--- src/rtl/stream_accumulator.sv ---
// stream_accumulator
//
// Purpose:
//   Accumulates a stream of unsigned words over a valid/ready handshake.
//   Accumulation starts on an active-low start request and ends when a zero
//   word arrives. The block then reports the sum, the number of non-zero
//   terms and whether any addition carried out of the accumulator.
//   It sits between a producer FIFO and a result register bank.
//
// Configuration:
//   STREAM_ACCUMULATOR_SATURATE_EN
//     defined   : on a carry out, sum clamps to all-ones for the rest of the stream
//     undefined : sum wraps modulo 2^SUM_W
//     In both cases overflow is set on a carry out.
//
// Parameters:
//   DATA_W : width of input words
//   SUM_W  : width of the accumulator and sum output (must be >= DATA_W)
//   CNT_W  : width of the term counter
//
// Ports:
//   clk      in   single clock, rising edge
//   rst      in   synchronous active-high reset
//   go_l     in   active-low start request, honoured in IDLE only
//   in_valid in   producer has a word on in_data
//   in_data  in   unsigned word; zero terminates the stream
//   in_ready out  word accepted this cycle when in_valid is also high
//   busy     out  high while accumulating
//   done     out  one-cycle pulse when a stream completes
//   sum      out  accumulated sum, held from completion until the next start
//   count    out  number of non-zero terms accepted, saturating
//   overflow out  sticky carry-out flag, cleared at start
//
// State | meaning
// ------+---------------------------------------------------------------
// IDLE  | waiting for go_l low; results held
// ACCUM | accepting words; non-zero words add into sum and count
// DONE  | zero word seen; done pulses for this one cycle

module stream_accumulator #(
    parameter int DATA_W = 16,
    parameter int SUM_W  = 24,
    parameter int CNT_W  = 8
) (
    input  logic              clk,
    input  logic              rst,
    input  logic              go_l,
    input  logic              in_valid,
    input  logic [DATA_W-1:0] in_data,
    output logic              in_ready,
    output logic              busy,
    output logic              done,
    output logic [SUM_W-1:0]  sum,
    output logic [CNT_W-1:0]  count,
    output logic              overflow
);

    localparam int PAD = SUM_W + 1 - DATA_W;
    localparam logic [CNT_W-1:0] CNT_MAX = '1;
    localparam logic [SUM_W-1:0] SUM_MAX = '1;

    typedef enum logic [1:0] {
        IDLE  = 2'd0,
        ACCUM = 2'd1,
        DONE  = 2'd2
    } state_t;

    state_t state;

    // One extra bit so the carry out of the accumulator is visible.
    logic [SUM_W:0]   add_full;
    logic [SUM_W-1:0] sum_next;
    logic             accept;

    assign add_full = {1'b0, sum} + {{PAD{1'b0}}, in_data};

`ifdef STREAM_ACCUMULATOR_SATURATE_EN
    // Once clamped, every later non-zero add carries again, so the clamp
    // holds for the remainder of the stream without extra state.
    assign sum_next = add_full[SUM_W] ? SUM_MAX : add_full[SUM_W-1:0];
`else
    assign sum_next = add_full[SUM_W-1:0];
`endif

    assign in_ready = (state == ACCUM);
    assign busy     = (state == ACCUM);
    assign accept   = in_valid && in_ready;

    always_ff @(posedge clk) begin
        if (rst) begin
            state    <= IDLE;
            sum      <= '0;
            count    <= '0;
            overflow <= 1'b0;
            done     <= 1'b0;
        end else begin
            done <= 1'b0;
            case (state)
                IDLE: begin
                    if (!go_l) begin
                        state    <= ACCUM;
                        sum      <= '0;
                        count    <= '0;
                        overflow <= 1'b0;
                    end
                end
                ACCUM: begin
                    if (accept) begin
                        if (in_data == '0) begin
                            state <= DONE;
                            done  <= 1'b1;
                        end else begin
                            sum      <= sum_next;
                            overflow <= overflow | add_full[SUM_W];
                            if (count != CNT_MAX) begin
                                count <= count + 1'b1;
                            end
                        end
                    end
                end
                DONE: begin
                    state <= IDLE;
                end
                default: begin
                    state <= IDLE;
                end
            endcase
        end
    end

endmodule
--- config.mk ---
export PLATFORM = sky130hd
export DESIGN_NAME = stream_accumulator
export DESIGN_NICKNAME = d
export VERILOG_FILES = /design/src/rtl/stream_accumulator.sv
export SDC_FILE = /design/constraint.sdc
export NUM_CORES = 1
export LEC_CHECK = 0
export CORE_AREA = 3 3 57 99
export CTS_CLUSTER_DIAMETER = 200
export DETAILED_ROUTE_END_ITERATION = 10
export DIE_AREA = 0 0 60 102
export PLACE_DENSITY = 0.88
export SETUP_SLACK_MARGIN = 0.2
export SYNTH_ARGS = -nofsm -noshare
export SYNTH_HDL_FRONTEND = slang
export SYNTH_SLANG_ARGS = --single-unit
--- constraint.sdc ---
create_clock -name clk -period 2.8 [get_ports clk]
set_input_delay 0.56 -clock clk [delete_from_list [all_inputs] [get_ports clk]]
set_output_delay 0.56 -clock clk [all_outputs]
set_load 0.01 [all_outputs]
==> results.py <==
metrics = {
    "placed_design": {
        "place.gp.congestion": 0.954,
        "hpwl_mm": 5.15,
        "io_buffers": 55,
        "dp_slack_ns": -0.139,
    },
    "worst_setup_path": {
        "cp_max_fo": 4,
        "crit_arrival_ns": 2.80,
        "rrSetupSlack_ns": 0.59,
        "rr_worst_depth": 9,
        "path_depth": 10,
        "r2r_end": "sum[18]",
        "cp_slowest_cell": "clkdlybuf4s50_1",
        "critPathKind": "in2reg",
        "crit_path_end": "sum[18]",
        "critPathBufInv": 2,
        "cp.required_ns": 3.04,
        "end_kind": "register",
        "cp_cell_sequence": "clkdlybuf4s50_1 > ha_1 > fa_2 > a211oi_2 > o21a_2 > o21ai_2 > a311oi_1 > buf_4 > or4_1 > nand2_1",
        "cpPeakStageDelay_ns": 0.48,
        "crit_path_start": "in_data[0]",
        "r2r_start": "sum[0]",
        "start_kind": "input pin",
        "cp_top_family": "buffers and inverters",
    },
    "status": {
        "outcome": "finished clean",
    },
    "grt": {
        "grt-ovfl-total": 0,
        "grt_use_met1_pct": 24.3,
        "grt_pass1_wl_mm": 10.8,
        "grt.total_usage_pct": 22.7,
        "grt_max_degree": 17,
        "grt_antenna_before_repair": 0,
        "grt-busiest-layer": "met2",
        "met3_usage_pct": 3.41,
        "met2_usage_pct": 42.3,
        "grt_pass1_vias": 2457,
    },
    "timing": {
        "slew_viol_final": 0,
        "worst_slew_margin_rel_pct": 52.8,
        "setup_viol": 0,
        "skew_ns": 0.0114,
        "timing.final.ws_setup_ns": 0.232,
        "period_minus_slack_ns": 2.57,
        "hold_viol_final": 0,
        "fin_crit_sh_pct": 91.7,
        "tightest_slew_ns": 0.706,
        "rsz0062_at_grt": "false",
        "fmax_mhz": 389,
        "tns_ns": 0,
    },
    "finish": {
        "antenna_cells": 0,
        "drive_gt1_share_pct": 14.6,
        "syn_to_final_growth_pct": 38.8,
        "multiInputGateArea_um2": 1670,
        "seq_area_um2": 721,
        "fillers": 393,
        "nets": 414,
    },
    "die": {
        "die_w_um": 60,
        "die_y_um": 102,
        "initial_core_util_pct": 49.2,
        "num_rows": 34,
        "boundaryPins": 56,
        "core_um2": 4930,
        "die_area_um2": 6120,
    },
    "drt": {
        "via_count": 2644,
        "drc": 0,
        "dr.first_iter.drc_count": 85,
        "antenna_left": 0,
        "drtPass1Iterations": 4,
        "post_drt_wl_per_cell_um": 15.8,
        "routed_wl_mm": 6.82,
        "routed_via_density": 6.13,
    },
    "logic_synthesis": {
        "syn-cell-area_um2": 2430,
        "netlist_top_cells_count": "dfxtp_1 (36), a21oi_1 (28), nand2_1 (26)",
        "ys_types": 51,
        "ys_seq_area_share_pct": 29.7,
        "synth.most_common_cell": "dfxtp_1",
        "synth_edf_count": 0,
        "yosysWarnings": 0,
        "synth_area_leaders": "dfxtp_1 (30%), ha_1 (8.8%), a21oi_1 (5.8%)",
        "synth-async-reset-ratio_pct": 0,
        "yosysTopAreaCell": "dfxtp_1",
        "ys.flop_type": "dfxtp_1",
        "synth_top_area_share_pct": 29.7,
        "ys_ff_latch": 36,
        "syn_inst": 298,
        "syn-num-nets": 336,
        "avgSynthCellArea_um2": 8.14,
    },
    "pwr": {
        "p_leak_nw": 1.34,
        "powerDensity_nw_per_um2": 391,
        "vdd_ir_drop_max_mv": 0.350,
    },
    "cts": {
        "clkLatencyLatePin_ns": 0.29,
        "cts.clk_slew.worst_paths_ns": 0.07,
        "clock_sinks": 36,
        "clock-root-buffer": "clkbuf_8",
        "cts.path.max_buffers": 2,
        "htree_levels": 2,
        "cts_tree": "built",
        "cts_buffers": 5,
    },
    "worst_hold_path": {
        "min_path_type": "reg2reg",
    },
    "flow_run": {
        "drv_cap": 0,
    },
}
tightest hold or removal path: cells and delay by family, from the launching register on:
family,cells,cell delay (ns)
AOI/OAI and AO/OA,1,0.05
DFF,1,0.32
and+or+nand+nor,1,0.06
metrics by stage:
step           hold WS [ns]  instance area [µm²]  instances  utilization (%)  total power [mW]
3_5_place_dp          0.465                 3200        422             64.9             0.853
2_1_floorplan         0.466                 2430        298                -             0.718
3_3_place_gp          0.461                 3200        422             64.9             0.846
6_report              0.468                 3370        431             68.2              1.32
5_1_grt               0.489                 3370        431             68.2              1.37
4_1_cts               0.475                 3320        430             67.3              1.32
placed cells by master (no fill, tap or decap), drive strengths merged, types with 6 or more instances in the layout:
| master | instances |
|---|---|
| xor2 | 10 |
| and3 | 8 |
| nand4 | 8 |
| buf | 30 |
| nand2 | 26 |
| ha | 17 |
| a22o | 6 |
| nor2 | 18 |
| nand3 | 19 |
| xnor2 | 6 |
| a21o | 8 |
| a21oi | 28 |
| o21ai | 16 |
| nor3 | 6 |
| dfxtp | 36 |
| nor4 | 8 |
| clkdlybuf4s50 | 55 |
| or3 | 7 |
worst min-delay path by stage:
stage	start	end	slack [ns]	cells past startpoint
3_5_place_dp	overflow	overflow	0.46	2
6_report	overflow	overflow	0.47	2
3_3_place_gp	sum[2]	sum[2]	0.46	2
4_1_cts	overflow	overflow	0.48	2
2_1_floorplan	state[1]	state[0]	0.47	1
5_1_grt	overflow	overflow	0.49	2
registers in the layout, indices dropped and copies added, names as in the netlist:
| signal | count |
|---|---|
| done | 1 |
| overflow | 1 |
| sum | 24 |
| count | 8 |
| state | 2 |
cell type report:
class                           count  share of cell area, %
Timing Repair Buffer               85                   23.0
Inverter                            5                  0.557
Multi-Input combinational cell    243                   49.7
Tap cell                           54                   2.01
Sequential cell                    36                   21.4
Clock inverter                      3                   1.26
Clock buffer                        5                   2.04
power by group:
group	switching (mW)	internal [mW]	total (mW)	leakage, nW
logic	0.162	0.155	0.318	0.990
clock network	0.199	0.263	0.462	0.0541
registers	0.0128	0.525	0.538	0.292
layer usage:
layer  wire length, µm  vias up
li1                  -     1290
met1              2600     1248
met2              3700       90
met3               326       16
met4               201        0
met5                 0        -
timing repair:
action / 4_1_cts / 5_1_grt
hold buffers: 0 / 0
buffers inserted: 0 / 1
setup endpoints to repair: 6 / 14
resized for setup: 2 / 10
pin swaps: 1 / 3
gates cloned: 0 / 0
kinds of logic after synthesis:
logic type	Yosys count	synth area share, %
adder cells (fa/ha/maj)	18	9.59
XOR/XNOR	16	5.78
AND/OR/NAND/NOR	118	25.9
buffers and inverters	19	3.15
flip-flops	36	29.7
AO/OA/AOI/OAI	90	25.4
multiplexers	1	0.413
Note: power is estimated with default switching activity, not from simulation.
